**config.mk**
```make
export PLATFORM = sky130hd
export DESIGN_NAME = rotary_tuner
export DESIGN_NICKNAME = d
export VERILOG_FILES = /design/src/rtl/dds_pkg.sv /design/src/rtl/rot_debounce.sv /design/src/rtl/rotary_tuner.sv
export SDC_FILE = /design/constraint.sdc
export NUM_CORES = 1
export LEC_CHECK = 0
export ABC_AREA = 1
export CAP_MARGIN = 20
export CORE_AREA = 2 2 91 102
export DETAILED_ROUTE_END_ITERATION = 16
export DIE_AREA = 0 0 93 104
export GPL_TIMING_DRIVEN = 0
export MAX_ROUTING_LAYER = met4
export PLACE_DENSITY = 0.78
export SYNTH_ARGS = -nofsm -noshare
export SYNTH_HDL_FRONTEND = slang
export SYNTH_SLANG_ARGS = --single-unit
```
**constraint.sdc**
```tcl
create_clock -name Fg_CLK -period 2.3 [get_ports Fg_CLK]
set_input_delay 0.23 -clock Fg_CLK [delete_from_list [all_inputs] [get_ports Fg_CLK]]
set_output_delay 0.23 -clock Fg_CLK [all_outputs]
set_load 0.005 [all_outputs]
```
**src/rtl/dds_pkg.sv**
```systemverilog
// Shared constants for the tuner and the DDS core it feeds.
//   DDS_*       : default address width, tuning range and publish period
//   step_pow10  : step-size lookup, index 0..3 -> 1, 10, 100, 1000
package dds_pkg;

  localparam int DDS_ADDR_W     = 11;
  localparam int DDS_MIN_VAL    = 0;
  localparam int DDS_MAX_VAL    = 1800;
  localparam int DDS_UPDATE_CYC = 2400000;  // 100 ms at 24 MHz

  function automatic int unsigned step_pow10(input logic [1:0] idx);
    case (idx)
      2'd0:    return 1;
      2'd1:    return 10;
      2'd2:    return 100;
      default: return 1000;
    endcase
  endfunction

endpackage

```
**src/rtl/rot_debounce.sv**
```systemverilog
// Two-flop synchroniser with optional press debounce.
//   clk, rst_n : clock, async active-low reset
//   din        : asynchronous input
//   sync_o     : synchronised level
//   press_o    : one-clock pulse once din has been stable high for DEB_CYC
//                clocks; never repeats while held. Tied low when DEB_CYC=0.
module rot_debounce #(
  parameter int DEB_CYC = 0
) (
  input  logic clk,
  input  logic rst_n,
  input  logic din,
  output logic sync_o,
  output logic press_o
);

  logic [1:0] sync_q, sync_d;

  always_comb sync_d = {sync_q[0], din};

  always_ff @(posedge clk or negedge rst_n) begin
    if (!rst_n) sync_q <= '0;
    else        sync_q <= sync_d;
  end

  assign sync_o = sync_q[1];

  if (DEB_CYC > 0) begin : g_deb
    localparam int CW = $clog2(DEB_CYC + 1);
    logic [CW-1:0] cnt_q, cnt_d;

    // Counter saturates at DEB_CYC so a held button yields exactly one pulse;
    // the pulse fires on the DEB_CYC-th consecutive high cycle.
    always_comb begin
      cnt_d   = '0;
      press_o = 1'b0;
      if (sync_q[1]) begin
        cnt_d   = (cnt_q == CW'(DEB_CYC)) ? cnt_q : cnt_q + CW'(1);
        press_o = (cnt_q == CW'(DEB_CYC - 1));
      end
    end

    always_ff @(posedge clk or negedge rst_n) begin
      if (!rst_n) cnt_q <= '0;
      else        cnt_q <= cnt_d;
    end
  end else begin : g_nodeb
    assign press_o = 1'b0;
  end

endmodule

```
**src/rtl/rotary_tuner.sv**
```systemverilog
// Quadrature-encoder tuner for a DDS frequency address.
//   Fg_CLK, RESETn      : clock, async active-low reset
//   Rot_A, Rot_B        : async encoder phases; A falling = detent, B = direction
//   Rot_C               : async push button, cycles the step size
//   Address             : tuning value, republished once per UPDATE_CYC clocks
//   FreqChng            : one-clock pulse coincident with an Address change
//   StepSel             : active step index (0=x1 .. 3=x1000)
module rotary_tuner
  import dds_pkg::*;
#(
  parameter int ADDR_W     = DDS_ADDR_W,
  parameter int MIN_VAL    = DDS_MIN_VAL,
  parameter int MAX_VAL    = DDS_MAX_VAL,
  parameter int N_STEPS    = 3,
  parameter int WRAP       = 0,
  parameter int UPDATE_CYC = DDS_UPDATE_CYC,
  parameter int DEB_CYC    = 240000
) (
  input  logic              Fg_CLK,
  input  logic              RESETn,
  input  logic              Rot_A,
  input  logic              Rot_B,
  input  logic              Rot_C,
  output logic [ADDR_W-1:0] Address,
  output logic              FreqChng,
  output logic [1:0]        StepSel
);

  localparam int SW = ADDR_W + 1;
  localparam int TW = (UPDATE_CYC > 1) ? $clog2(UPDATE_CYC) : 1;
  localparam logic [ADDR_W-1:0] V_MIN = ADDR_W'(MIN_VAL);
  localparam logic [ADDR_W-1:0] V_MAX = ADDR_W'(MAX_VAL);

  logic a_sync, b_sync, c_sync;
  logic a_press, b_press, c_press;

  rot_debounce #(.DEB_CYC(0)) u_sync_a (
    .clk(Fg_CLK), .rst_n(RESETn), .din(Rot_A), .sync_o(a_sync), .press_o(a_press));
  rot_debounce #(.DEB_CYC(0)) u_sync_b (
    .clk(Fg_CLK), .rst_n(RESETn), .din(Rot_B), .sync_o(b_sync), .press_o(b_press));
  rot_debounce #(.DEB_CYC(DEB_CYC)) u_deb_c (
    .clk(Fg_CLK), .rst_n(RESETn), .din(Rot_C), .sync_o(c_sync), .press_o(c_press));

  logic unused_sig;
  assign unused_sig = ^{a_press, b_press, c_sync};

  logic              a_prev_q, a_prev_d;
  logic [ADDR_W-1:0] count_q, count_d;
  logic [1:0]        step_sel_q, step_sel_d;
  logic [TW-1:0]     tick_cnt_q, tick_cnt_d;
  logic [ADDR_W-1:0] addr_q, addr_d;
  logic              freq_q, freq_d;

  logic          detent, tick;
  logic [SW-1:0] cnt_ext, step_w, sum_up, sum_dn;
  logic          above, below;

  always_comb begin
    a_prev_d = a_sync;
    detent   = a_prev_q & ~a_sync;

    // step_sel_q is the registered value, so a detent in the same cycle as
    // a press naturally uses the old step.
    step_w  = SW'(step_pow10(step_sel_q));
    cnt_ext = {1'b0, count_q};
    sum_up  = cnt_ext + step_w;
    sum_dn  = cnt_ext - step_w;
    above   = sum_up > SW'(MAX_VAL);
    below   = cnt_ext < (step_w + SW'(MIN_VAL));  // avoids relying on borrow

    count_d = count_q;
    if (detent) begin
      if (b_sync) begin
        if (above) count_d = (WRAP != 0) ? V_MIN : V_MAX;
        else       count_d = sum_up[ADDR_W-1:0];
      end else begin
        if (below) count_d = (WRAP != 0) ? V_MAX : V_MIN;
        else       count_d = sum_dn[ADDR_W-1:0];
      end
    end

    step_sel_d = step_sel_q;
    if (c_press)
      step_sel_d = (step_sel_q == 2'(N_STEPS - 1)) ? 2'd0 : step_sel_q + 2'd1;

    tick       = (tick_cnt_q == TW'(UPDATE_CYC - 1));
    tick_cnt_d = tick ? '0 : tick_cnt_q + TW'(1);

    addr_d = addr_q;
    freq_d = 1'b0;
    if (tick && (count_q != addr_q)) begin
      addr_d = count_q;
      freq_d = 1'b1;
    end
  end

  always_ff @(posedge Fg_CLK or negedge RESETn) begin
    if (!RESETn) begin
      a_prev_q   <= 1'b0;
      count_q    <= V_MIN;
      step_sel_q <= 2'd0;
      tick_cnt_q <= '0;
      addr_q     <= V_MIN;
      freq_q     <= 1'b0;
    end else begin
      a_prev_q   <= a_prev_d;
      count_q    <= count_d;
      step_sel_q <= step_sel_d;
      tick_cnt_q <= tick_cnt_d;
      addr_q     <= addr_d;
      freq_q     <= freq_d;
    end
  end

  assign Address  = addr_q;
  assign FreqChng = freq_q;
  assign StepSel  = step_sel_q;

endmodule
```
==> flow_summary.json <==
{
  "outcome": "complete, but fails checks",
  "violations": "hold timing, setup timing",
  "globalRouteOverflowTotal": 0,
  "endpoint_kind": "register",
  "fin_skew_ns": 0.0106,
  "start_util_pct": 53.4,
  "highest_layer": "met4",
  "hpwlAfterDp_um": 7370,
  "wl_met3_um": 496,
  "grt_max_degree": 73,
  "cts_made_buffers": 9,
  "fin_ws_ns": -0.122,
  "synth_edf_count": 0,
  "start_kind": "register",
  "grt_pass1_wl_um": 17900,
  "rows": 36,
  "worst_pin_slew_ns": 0.871,
  "hold_path_class": "in2async",
  "maxCapViolations": 0,
  "clk-insertion-delay-late_ns": 0.35,
  "ant_nets": 0,
  "clk_pin_slew_ns": 0.07,
  "die_y_um": 104,
  "power_leakage_nw": 2.76,
  "vias_per_cell": 5.33,
  "placedCellCount": 738,
  "r2r_slack_ns": -0.12,
  "pin_count": 19,
  "wl_met1_um": 4370,
  "cts-root-buf": "clkbuf_8",
  "setup_violations": 9,
  "finalNonFillerCells": 778,
  "netlist_area_um2": 4610,
  "slowest_stage": "dfrtp_2",
  "drv_slew": 0,
  "wire_per_inst_um": 13.8,
  "ir_drop_mv": 0.799,
  "slowest_delay_ns": 0.50,
  "ys_seq_elements": 72,
  "cts_tree": "built",
  "holdBufCountCts": 0,
  "rsz0062_at_grt": "true",
  "syn_area_per_cell_um2": 7.61,
  "wl_um": 10800,
  "drt_iter0_drc": 209,
  "dieArea_um2": 9670,
  "dr.pass1.iters": 5,
  "die_x_um": 93,
  "fin_nets": 688,
  "cp_max_fo": 7,
  "min_period_over_period_pct": 105,
  "holdWs_ns": -0.00601,
  "dr_wl_met2_um": 5610,
  "yosysSeqAreaShare_pct": 39.0,
  "p_per_area_nw_per_um2": 779,
  "area_delta_synth_final_pct": 22.3,
  "ys_top_cells_by_area": "dfrtp_1 39%, nand2_1 11%, inv_1 7.2%",
  "gp_congestion": 0.957,
  "syn-num-nets": 635,
  "synthCells": 606,
  "cts.sinks": 72,
  "cp.required_ns": 2.58,
  "power_mw": 4.40,
  "yosysWarningCount": 0,
  "antenna_found_initial": 0,
  "htree_levels": 3,
  "fmax_ghz": 0.413,
  "route.detailed.drc": 0,
  "fin_crit_ns": 2.42,
  "coreArea_um2": 8650,
  "crit_top_cell": "nand3_4",
  "dp_slack_ns": -0.426,
  "crit_chain": "nor2_4 > ha_2 > fa_2 > nand3_4 > nand3_4 > xor2_2 > nand2_1 > nor2_1 > nand3_1 > nand2_2 > buf_4 > nand4_1 > a21oi_2",
  "relSlewSlack_pct": 41.9,
  "ys.flop_type": "dfrtp_1",
  "n_fill_cell": 739,
  "portBuffers": 18,
  "finalHoldViolCount": 2,
  "finalSetupTns_ns": -0.854,
  "yosys.area.top_type": "dfrtp_1",
  "ys_async_sr_fraction_pct": 100,
  "crit_arrival_ns": 2.70,
  "clockBufferDepth": 2,
  "critical_path_class": "reg2reg",
  "ys_types": 42,
  "vias": 4148,
  "grt_use_total_pct": 23.7,
  "grt_pass1_vias": 4069,
  "n_antenna_cell": 0,
  "synth_top_area_share_pct": 39.0,
  "final_layout_size_suffix_gt1_share_pct": 21.7
}
[layout make-up]
cell class                      count  area, µm²  share of cell area [%]
Buffer                             11       87.6                    1.55
Clock buffer                       10        128                    2.26
Clock inverter                      6        108                    1.91
Inverter                          101        387                    6.85
Multi-Input combinational cell    422       2620                    46.5
Sequential cell                    72       1800                    32.0
Tap cell                          114        143                    2.53
Timing Repair Buffer               42        365                    6.47
[cells in the mapped netlist (4+ instances only)]
cell and instances:
a21oi_1 36, buf_6 5, clkbuf_1 4, dfrtp_1 72, ha_1 22, inv_1 88
inv_2 12, nand2_1 133, nand2_2 4, nand3_1 34, nand4_1 11, nor2_1 57
nor2_2 9, nor3_1 20, nor4_1 5, o21ai_0 27, o21ai_2 5, xnor2_1 4
xor2_1 24
[state kept, by name (all words and copies together) (netlist names)]
signal,count
u_sync_a.sync_q,2
a_prev_q,1
StepSel,2
FreqChng,1
tick_cnt_q,22
Address,11
u_deb_c.g_deb.cnt_q,18
count_q,11
u_deb_c.sync_q,2
u_sync_b.sync_q,2
[worst max-delay path: cells and delay by family (launching register included)]
| family | cells | cell delay, ns |
|---|---|---|
| AND/OR/NAND/NOR | 8 | 0.79 |
| adder cells (fa/ha/maj) | 2 | 0.61 |
| flip-flops | 1 | 0.50 |
| XOR/XNOR | 1 | 0.18 |
| AO/OA/AOI/OAI | 1 | 0.14 |
| buffers and inverters | 1 | 0.11 |
[final timing paths]
check                                             start                                  to  depth (start not counted)
max reg2reg                      StepSel[0]$_DFFE_PN0P_              count_q[1]$_DFFE_PN0P_                         13
max                              StepSel[0]$_DFFE_PN0P_              count_q[1]$_DFFE_PN0P_                         13
min in group Fg_CLK                               Rot_C         u_deb_c.sync_q[0]$_DFF_PN0_                          1
max in group asynchronous                        RESETn              StepSel[1]$_DFFE_PN0P_                          1
min                                              RESETn  u_deb_c.g_deb.cnt_q[0]$_DFFE_PN0P_                          1
min reg2reg                u_sync_b.sync_q[0]$_DFF_PN0_        u_sync_b.sync_q[1]$_DFF_PN0_                          0
[per-stage QoR]
step,util [%],hold slack [ns],area [µm²]
after floorplan,-,-0.0656,4610
after global placement,57.1,0.334,4940
after detailed placement,57.1,0.337,4930
after CTS,63.0,0.0196,5450
after global routing,65.3,0.0771,5650
final,65.3,-0.00601,5650
[layout by cell type, fill, tap and decap left out, types with 4 or more instances in the layout]
| master | count |
|---|---|
| nand2_1 | 121 |
| inv_1 | 81 |
| dfrtp_1 | 70 |
| nor2_1 | 50 |
| a21oi_1 | 31 |
| nand3_1 | 26 |
| o21ai_0 | 25 |
| buf_4 | 23 |
| xor2_1 | 21 |
| nor3_1 | 19 |
| inv_2 | 18 |
| clkdlybuf4s50_1 | 17 |
| ha_1 | 16 |
| nand2_2 | 12 |
| nor2_2 | 12 |
| nand4_1 | 11 |
| clkbuf_8 | 9 |
| buf_6 | 8 |
| nand3_2 | 7 |
| nand2_4 | 6 |
| clkbuf_1 | 5 |
| nor4_1 | 5 |
| a21oi_2 | 5 |
| ha_4 | 5 |
| nor2_4 | 4 |
| xnor2_1 | 4 |
| o21ai_2 | 4 |
[routing by layer]
| layer | vias to the layer above | global-route usage [%] |
|---|---|---|
| met1 | 1946 | 28.1 |
| met4 | 0 | 11.0 |
| met5 | - | - |
| met2 | 132 | 39.1 |
| li1 | 2041 | - |
| met3 | 29 | 4.06 |
[timing repair]
| action | CTS | global route |
|---|---|---|
| endpoints found under the hold margin | 0 | 0 |
| pin swaps | 17 | 19 |
| buffers inserted | 18 | 6 |
| setup endpoints to repair | 11 | 11 |
| gates resized for setup | 40 | 35 |
[report_power, final]
part           internal, mW  switching, mW
sequential             1.34          0.159
clock                 0.717          0.451
combinational         0.709           1.02
[cell families after synthesis]
group           synth area share, %
compound gates                 9.98
buf+inv                        10.0
flops                          39.0
simple gates                   28.6
fa+ha+maj                      6.83
mux                           0.244
xor+xnor                       5.31
No activity file was read; power rests on OpenSTA's default activity.
